**config.mk**
```make
export PLATFORM = sky130hd
export DESIGN_NAME = bitstream_loader
export DESIGN_NICKNAME = d
export VERILOG_FILES = /design/src/rtl/bitstream_loader.sv
export SDC_FILE = /design/constraint.sdc
export NUM_CORES = 1
export LEC_CHECK = 0
export ABC_AREA = 1
export BUFFER_PORTS_ARGS = -buffer_cell sky130_fd_sc_hd__buf_2
export CAP_MARGIN = 30
export CORE_UTILIZATION = 25
export CTS_CLUSTER_SIZE = 30
export DETAILED_ROUTE_END_ITERATION = 16
export GPL_ROUTABILITY_DRIVEN = 0
export PLACE_DENSITY_LB_ADDON = 0.05
export REMOVE_ABC_BUFFERS = 1
export SYNTH_ARGS = -nofsm -noshare
export SYNTH_HDL_FRONTEND = slang
export SYNTH_SLANG_ARGS = --single-unit
```
**constraint.sdc**
```tcl
create_clock -name CLK -period 2.84 [get_ports CLK]
set_input_delay 0.142 -clock CLK [delete_from_list [all_inputs] [get_ports CLK]]
set_output_delay 0.142 -clock CLK [all_outputs]
set_load 0.02 [all_outputs]
```
**src/rtl/bitstream_loader.sv**
```systemverilog
// Autonomous fabric configuration writer: reads a byte-wide bitstream from a
// synchronous memory, packs bytes big-endian into words and strobes them out.
module bitstream_loader #(
   parameter int MAX_BYTES    = 16384,
   parameter int ADDR_W       = 14,
   parameter int SETUP_CYCLES = 2,
   parameter int HOLD_CYCLES  = 2
) (
   input  logic              CLK,
   input  logic              resetn,
   input  logic              start,
   input  logic              abort,
   input  logic [ADDR_W:0]   byte_len,
   output logic              mem_rd_en,
   output logic [ADDR_W-1:0] mem_addr,
   input  logic [7:0]        mem_rdata,
   output logic [31:0]       SelfWriteData,
   output logic              SelfWriteStrobe,
   output logic              busy,
   output logic              done,
   output logic [ADDR_W-2:0] word_count
);

   typedef enum logic [2:0] {
      S_IDLE   = 3'd0,
      S_FETCH  = 3'd1,
      S_SETUP  = 3'd2,
      S_STROBE = 3'd3,
      S_HOLD   = 3'd4,
      S_FINISH = 3'd5
   } state_t;

   localparam logic [ADDR_W:0]   MAX_LEN    = (ADDR_W+1)'(MAX_BYTES);
   localparam logic [ADDR_W:0]   LEN_FOUR   = (ADDR_W+1)'(4);
   localparam logic [ADDR_W:0]   LEN_ONE    = (ADDR_W+1)'(1);
   localparam logic [ADDR_W:0]   LEN_ZERO   = (ADDR_W+1)'(0);
   localparam logic [ADDR_W-2:0] WC_ONE     = (ADDR_W-1)'(1);
   localparam logic [3:0]        SETUP_LAST = 4'(SETUP_CYCLES - 1);
   localparam logic [3:0]        HOLD_LAST  = 4'(HOLD_CYCLES - 1);

   // Lane is 1-based in arrival order; lane 0 leaves the accumulator untouched.
   function automatic logic [31:0] put_lane(input logic [31:0] acc,
                                            input logic [2:0]  lane,
                                            input logic [7:0]  b);
      logic [31:0] r;
      r = acc;
      case (lane)
         3'd1:    r[31:24] = b;
         3'd2:    r[23:16] = b;
         3'd3:    r[15:8]  = b;
         3'd4:    r[7:0]   = b;
         default: r        = acc;
      endcase
      return r;
   endfunction

   state_t            state_r, state_next;
   logic [ADDR_W:0]   ptr_r, ptr_next;
   logic [ADDR_W:0]   rem_r, rem_next;
   logic [2:0]        k_r, k_next;
   logic [2:0]        fcnt_r, fcnt_next;
   logic [3:0]        cnt_r, cnt_next;
   logic [31:0]       acc_r, acc_next;
   logic              rd_en_r, rd_en_next;
   logic [ADDR_W-1:0] addr_r, addr_next;
   logic [31:0]       data_r, data_next;
   logic              strobe_r, strobe_next;
   logic              busy_r, busy_next;
   logic              done_r, done_next;
   logic [ADDR_W-2:0] wcnt_r, wcnt_next;

   logic              go_fetch_s;
   logic [ADDR_W:0]   fetch_rem_s;
   logic [ADDR_W:0]   fetch_ptr_s;
   logic [ADDR_W:0]   len_s;
   logic [31:0]       word_s;

   // Next-state and next-output computation; all outputs leave through registers.
   always_comb begin
      state_next  = state_r;
      ptr_next    = ptr_r;
      rem_next    = rem_r;
      k_next      = k_r;
      fcnt_next   = fcnt_r;
      cnt_next    = cnt_r;
      acc_next    = acc_r;
      rd_en_next  = 1'b0;
      addr_next   = addr_r;
      data_next   = data_r;
      strobe_next = 1'b0;
      busy_next   = busy_r;
      done_next   = done_r;
      wcnt_next   = wcnt_r;
      go_fetch_s  = 1'b0;
      fetch_rem_s = rem_r;
      fetch_ptr_s = ptr_r;
      len_s       = (byte_len > MAX_LEN) ? MAX_LEN : byte_len;
      word_s      = put_lane(acc_r, fcnt_r, mem_rdata);

      case (state_r)
         S_IDLE: begin
            if (start) begin
               busy_next = 1'b1;
               done_next = 1'b0;
               wcnt_next = '0;
               if (len_s == LEN_ZERO) begin
                  state_next = S_FINISH;
               end else begin
                  go_fetch_s  = 1'b1;
                  fetch_rem_s = len_s;
                  fetch_ptr_s = LEN_ZERO;
               end
            end else begin
               state_next = S_IDLE;
            end
         end
         S_FETCH: begin
            // fcnt_r counts cycles in FETCH; data of read j lands in cycle j+1.
            acc_next = word_s;
            if (fcnt_r == k_r) begin
               data_next  = word_s;
               state_next = S_SETUP;
               cnt_next   = 4'd0;
            end else begin
               fcnt_next = fcnt_r + 3'd1;
               if ((fcnt_r + 3'd1) < k_r) begin
                  rd_en_next = 1'b1;
                  addr_next  = ptr_r[ADDR_W-1:0];
                  ptr_next   = ptr_r + LEN_ONE;
                  rem_next   = rem_r - LEN_ONE;
               end else begin
                  rd_en_next = 1'b0;
               end
            end
         end
         S_SETUP: begin
            if (cnt_r == SETUP_LAST) begin
               state_next  = S_STROBE;
               strobe_next = 1'b1;
               wcnt_next   = wcnt_r + WC_ONE;
            end else begin
               cnt_next = cnt_r + 4'd1;
            end
         end
         S_STROBE: begin
            cnt_next = 4'd0;
            if (HOLD_CYCLES == 0) begin
               if (rem_r != LEN_ZERO) begin
                  go_fetch_s = 1'b1;
               end else begin
                  state_next = S_FINISH;
               end
            end else begin
               state_next = S_HOLD;
            end
         end
         S_HOLD: begin
            if (cnt_r == HOLD_LAST) begin
               if (rem_r != LEN_ZERO) begin
                  go_fetch_s = 1'b1;
               end else begin
                  state_next = S_FINISH;
               end
            end else begin
               cnt_next = cnt_r + 4'd1;
            end
         end
         S_FINISH: begin
            state_next = S_IDLE;
            busy_next  = 1'b0;
            done_next  = 1'b1;
         end
         default: begin
            state_next = S_IDLE;
         end
      endcase

      if (go_fetch_s) begin
         state_next = S_FETCH;
         fcnt_next  = 3'd0;
         acc_next   = 32'h0000_0000;
         k_next     = (fetch_rem_s >= LEN_FOUR) ? 3'd4 : fetch_rem_s[2:0];
         rd_en_next = 1'b1;
         addr_next  = fetch_ptr_s[ADDR_W-1:0];
         ptr_next   = fetch_ptr_s + LEN_ONE;
         rem_next   = fetch_rem_s - LEN_ONE;
      end else begin
         k_next = k_next;
      end

      // Abort wins over everything, including a coincident start in IDLE.
      if (abort) begin
         state_next  = S_IDLE;
         rd_en_next  = 1'b0;
         strobe_next = 1'b0;
         busy_next   = 1'b0;
         done_next   = done_r;
         wcnt_next   = wcnt_r;
         data_next   = data_r;
      end else begin
         state_next = state_next;
      end
   end

   // State and output registers.
   always_ff @(posedge CLK or negedge resetn) begin
      if (!resetn) begin
         state_r  <= S_IDLE;
         ptr_r    <= '0;
         rem_r    <= '0;
         k_r      <= 3'd0;
         fcnt_r   <= 3'd0;
         cnt_r    <= 4'd0;
         acc_r    <= 32'h0000_0000;
         rd_en_r  <= 1'b0;
         addr_r   <= '0;
         data_r   <= 32'h0000_0000;
         strobe_r <= 1'b0;
         busy_r   <= 1'b0;
         done_r   <= 1'b0;
         wcnt_r   <= '0;
      end else begin
         state_r  <= state_next;
         ptr_r    <= ptr_next;
         rem_r    <= rem_next;
         k_r      <= k_next;
         fcnt_r   <= fcnt_next;
         cnt_r    <= cnt_next;
         acc_r    <= acc_next;
         rd_en_r  <= rd_en_next;
         addr_r   <= addr_next;
         data_r   <= data_next;
         strobe_r <= strobe_next;
         busy_r   <= busy_next;
         done_r   <= done_next;
         wcnt_r   <= wcnt_next;
      end
   end

   assign mem_rd_en       = rd_en_r;
   assign mem_addr        = addr_r;
   assign SelfWriteData   = data_r;
   assign SelfWriteStrobe = strobe_r;
   assign busy            = busy_r;
   assign done            = done_r;
   assign word_count      = wcnt_r;

endmodule
```
# Word level (Yosys, flattened, before mapping)
# Index checks and enable logic that the tools add are counted.
# classes
muxes	62
order_cmp	3
bitwise	1
reduce_logical	18
add_sub_neg	7
eq_ne	22
# op_table
op	n
two-way mux 15 bit	15
two-way mux 32 bit	2
two-way mux 14 bit	4
two-way mux 3 bit	12
two-way mux 8 bit	4
adder 15 x 1 -> 15 bit, second input constant	2
subtractor 15 x 1 -> 15 bit, second input constant	2
two-way mux 13 bit	2
one-hot mux 13 bit (2 select lines)	1
!= test 4 bit, second input constant	4
>= comparator 15 x 3 -> 1 bit, second input constant	1
greater-than comparator 15 bit, second input constant	1
zero test 15 bit	1
two-way mux 1 bit	15
one-hot mux 3 bit (5 select lines)	1
nonzero test 15 bit	1
adder 13 x 1 -> 13 bit, second input constant	1
equality test 3 x 2 -> 1 bit, second input constant	4
one-hot mux 4 bit (3 select lines)	1
AND reduction 3 bit	4
!= test 2 bit, second input constant	5
equality test 3 bit, second input constant	3
two-way mux 4 bit	2
nonzero test 2 bit	4
16 further kinds	21
# word_totals
inputBits	27
wordCells	127
register_bits	138
output_inout_bits	63

# Depth between registers and ports, before layout
# depth
word_depth	8
mapped_depth	20
mapped_depth_nobuf	18

# Worst setup path before layout
# OpenSTA, ideal clock, no wires.
# synth_timing
path_kind	register to register
startpoint	reg fcnt_r[0]
endpoint	reg ptr_r[4]
period_less_slack_ns	2.161
required_time_ns	2.721
path_buffers	1
setup_time_ns	0.119
stages_incl_launch_ff	12
t_arrival_ns	2.042
setup_slack_ns	0.679
cell_sequence	dfrtp_1 -> ha_1 -> ha_1 -> inv_1 -> ha_1 -> a21oi_1 -> o211ai_1 -> nand2_1 -> buf_2 -> nand2_1 -> o22ai_1 -> inv_1
# synth_between
elab_chain_len	4
elab_cells_between_ends	6
classes_between	add/sub: 1; order compare: 1; eq/ne: 2; reduce/logical: 2
# synth_lines
element	line	text
start: declaration	61	logic [2:0] fcnt_r, fcnt_next;
start signal: assignment	227	fcnt_r <= fcnt_next;
adder 3 x 1 -> 3 bit	126	if ((fcnt_r + 3'd1) < k_r) begin
less-than comparator 3 bit	126	
nonzero test 2 bit (no line)	n/a	
AND reduction 3 bit (no line) (*)	n/a	
end signal: assignment	224	ptr_r <= ptr_next;
end: declaration	58	logic [ADDR_W:0] ptr_r, ptr_next;
# Mark *: on every way between the ends. The rest lies on a longest branch, timed or not.
# A chain may end at the register's enable or synchronous reset.

# Worst setup path after layout
# Same ends and word-level chain as after synthesis.

==> impl_metrics.json <==
{
  "place_ws_ns": 0.2464,
  "startpoint_type": "register",
  "stdcell_count": 1409,
  "max_freq_mhz": 412.3,
  "clock_sinks": 137,
  "hpwl_mm": 13.50,
  "finalSetupTns_ns": 0,
  "yosysUniqueCellTypes": 45,
  "die_width_um": 171.5,
  "htree_levels": 4,
  "synth_compound_area_frac": 0.1015,
  "power.density_nw_per_um2": 997.8,
  "required_ns": 3.15,
  "synthSimpleGateAreaFrac": 0.3148,
  "hold_ws_ns": 0.1830,
  "synth_adder_area_share": 0.02264,
  "finalCritPeriodShare": 0.8541,
  "cts_hold_buffers": 2,
  "wl_met2_mm": 9.034,
  "drtAntennaViolNets": 0,
  "portBuffers": 89,
  "cts_resized": 0,
  "cts_buffers": 17,
  "cp-end-kind": "register",
  "critPathMostFrequentCell": "ha_1",
  "ys.flop_type": "dfrtp_1",
  "max_stage_delay_ns": 0.41,
  "period_needed_ns": 2.426,
  "diodes": 0,
  "antenna_found_initial": 0,
  "fin_skew_ns": 0.01728,
  "placeableCoreArea_sq_um": 28010,
  "ys_ff_latch": 137,
  "peakVddDrop_uv": 481.1,
  "start_util": 0.2565,
  "synth_top_family_by_area": "simple AND/OR/NAND/NOR gates",
  "synth_edf_count": 0,
  "ys_seq_area_frac": 0.4771,
  "setup_slack_ns": 0.4144,
  "wl_met1_mm": 9.669,
  "ctsRootBufferMaster": "clkbuf_16",
  "top_layer": "met4",
  "cts_buffer_depth": 2,
  "cap_violations": 0,
  "yosysWarningCount": 0,
  "finalSetupViolCount": 0,
  "syn_to_final_growth_pct": 21.21,
  "io_pins": 90,
  "synth.avg_cell_area_sq_um": 7.794,
  "grt_pass1_wl_mm": 32.31,
  "worst_pin_slew_ns": 0.6182,
  "yosys.area.top_type": "dfrtp_1",
  "drc": 0,
  "drtIter0Drc": 251,
  "grt_usage": 0.1421,
  "wl_met3_um": 498,
  "vias_per_cell": 4.348,
  "cts_tree": "yes",
  "fin_area_sq_um": 8710,
  "drt_wl_total_mm": 19.47,
  "wl_per_cell_um": 13.82,
  "cp.arrival_ns": 2.74,
  "synth_top_cell_area_share": 0.4771,
  "drtPass1Iterations": 6,
  "detailed_place.area_sq_um": 8099,
  "dp.cells": 1375,
  "slew_violations": 0,
  "crit_chain": "ha_1 > ha_1 > inv_1 > ha_1 > a21oi_1 > o211ai_1 > nand2_1 > buf_4 > nand2_1 > o22ai_1 > inv_1",
  "worstSkewPairLatency_ns": 0.43,
  "synth_area_sq_um": 7186,
  "synth_xor_area_frac": 0.01585,
  "critPathTopFamily": "adder cells",
  "p_total_mw": 8.690,
  "synthMuxAreaShare": 0,
  "p_leak_nw": 4.361,
  "hold_viol_final": 0,
  "fin_nets": 1058,
  "rows": 61,
  "cp_slowest_cell": "dfrtp_1",
  "postCtsSetupBuffers": 0,
  "grt_max_degree": 63,
  "yosys-top-cells-area": "dfrtp_1 48%, nand2_1 17%, o21ai_0 5.4%, inv_1 3.9%, nand3_1 3.4%",
  "status": "finished, final reports clean",
  "syn_inst": 922,
  "max_slew_margin": 0.5879,
  "dr_total_vias": 6127,
  "drive_gt1_frac": 0.1833,
  "clkTransAtPathRegs_ns": 0.07,
  "hp-class": "in -> reg",
  "rsz0062_at_grt": "false",
  "critical_path_class": "reg -> reg",
  "grt_pass1_vias": 6261,
  "fp.dieH_um": 171.5,
  "async_reset_ff_frac": 1.000,
  "fin_util": 0.3109,
  "cp_num_buf_inv": 3,
  "die_area_sq_um": 29420,
  "overflow": 0,
  "crit_fanout": 30
}
flip-flops by register name, summed over array words and instances, names as in the netlist:
name and cells:
SelfWriteData 32, SelfWriteStrobe 1, acc_r 32, busy 1
cnt_r 4, done 1, fcnt_r 3, k_r 3
mem_addr 14, mem_rd_en 1, ptr_r 14, rem_r 15
state_r 3, word_count 13
cell usage after synthesis, types with 2 or more instances:
library cell,number
nor2_4,6
inv_2,6
o21ai_0,77
nand3_1,49
nand2_1,328
o21ai_2,2
ha_1,13
dfrtp_1,137
a31oi_1,2
nor3_1,12
nand2_2,8
buf_6,2
nand3b_1,7
nor4_1,3
inv_1,75
buf_2,4
clkbuf_1,21
nor2_1,61
nand2_4,10
nand4_1,8
o21ai_1,3
o21a_1,2
buf_1,2
xnor2_1,3
xor2_1,10
buf_4,5
nor3_2,2
a21oi_1,37
nor2_2,8
o22ai_1,4
logic make-up (layout without fill, tap and decap cells):
logic type	Yosys count	in the layout
compound gates	134	134
xor+xnor	13	13
fa+ha+maj	13	13
buf+inv	117	226
flops	137	137
simple gates	508	508
path summary, 6_finish.rpt:
kind                            cells after the start        startpoint  slack (ns)                to
worst max-delay path                               11         fcnt_r[0]        0.41          ptr_r[4]
worst min-delay path                                5      mem_rdata[5]        0.18         acc_r[13]
worst max register to register                     11         fcnt_r[0]        0.41          ptr_r[4]
worst min register to register                      2  SelfWriteData[1]        0.47  SelfWriteData[1]
max in group asynchronous                           3            resetn        1.82         ptr_r[11]
min in group asynchronous                           2            resetn        0.28  SelfWriteData[6]
layout make-up:
cell class,instances,area (sq um)
Fill cell,3067,19300
Sequential cell,137,3428
Multi-Input combinational cell,668,3268
Timing Repair Buffer,112,641.9
Tap cell,378,473.0
Clock buffer,18,429.2
Inverter,82,307.8
Clock inverter,14,161.4
layer usage:
layer / GRT usage / vias to the layer above
met5: 0 / -
li1: - / 3150
met1: 0.1841 / 2866
met4: 0.04736 / 0
met2: 0.2378 / 91
met3: 0.02485 / 20
report_power, final:
part	leakage [nW]	total (mW)	internal, mW	switching, mW
Combinational	2.22	3.67	1.17	2.51
Clock	0.278	2.26	1.32	0.941
Sequential	1.86	2.76	2.43	0.332
Total	4.36	8.69	4.91	3.78
tightest hold or removal path: cells and delay by family:
kind	cells	cell delay (ns)
simple gates	1	0.06
buf+inv	2	0.15
compound gates	2	0.23
cell usage in the layout, fill, tap and decap left out, types with 3 or more instances in the layout:
cell type,instances
o21ai_0,77
nor2_2,8
inv_6,4
o21ai_1,3
inv_2,6
nand4_1,8
nor3_1,12
ha_1,13
nor4_1,3
buf_2,88
o22ai_1,4
nor2_1,61
clkinvlp_4,4
dfrtp_1,137
xnor2_1,3
nor2_4,6
buf_4,20
nand2_1,328
clkbuf_16,17
xor2_1,10
nand3b_1,7
inv_1,75
nand3_1,49
nand2_4,10
nand2_2,8
a21oi_1,37
Note: power is estimated with default switching activity, not from simulation.
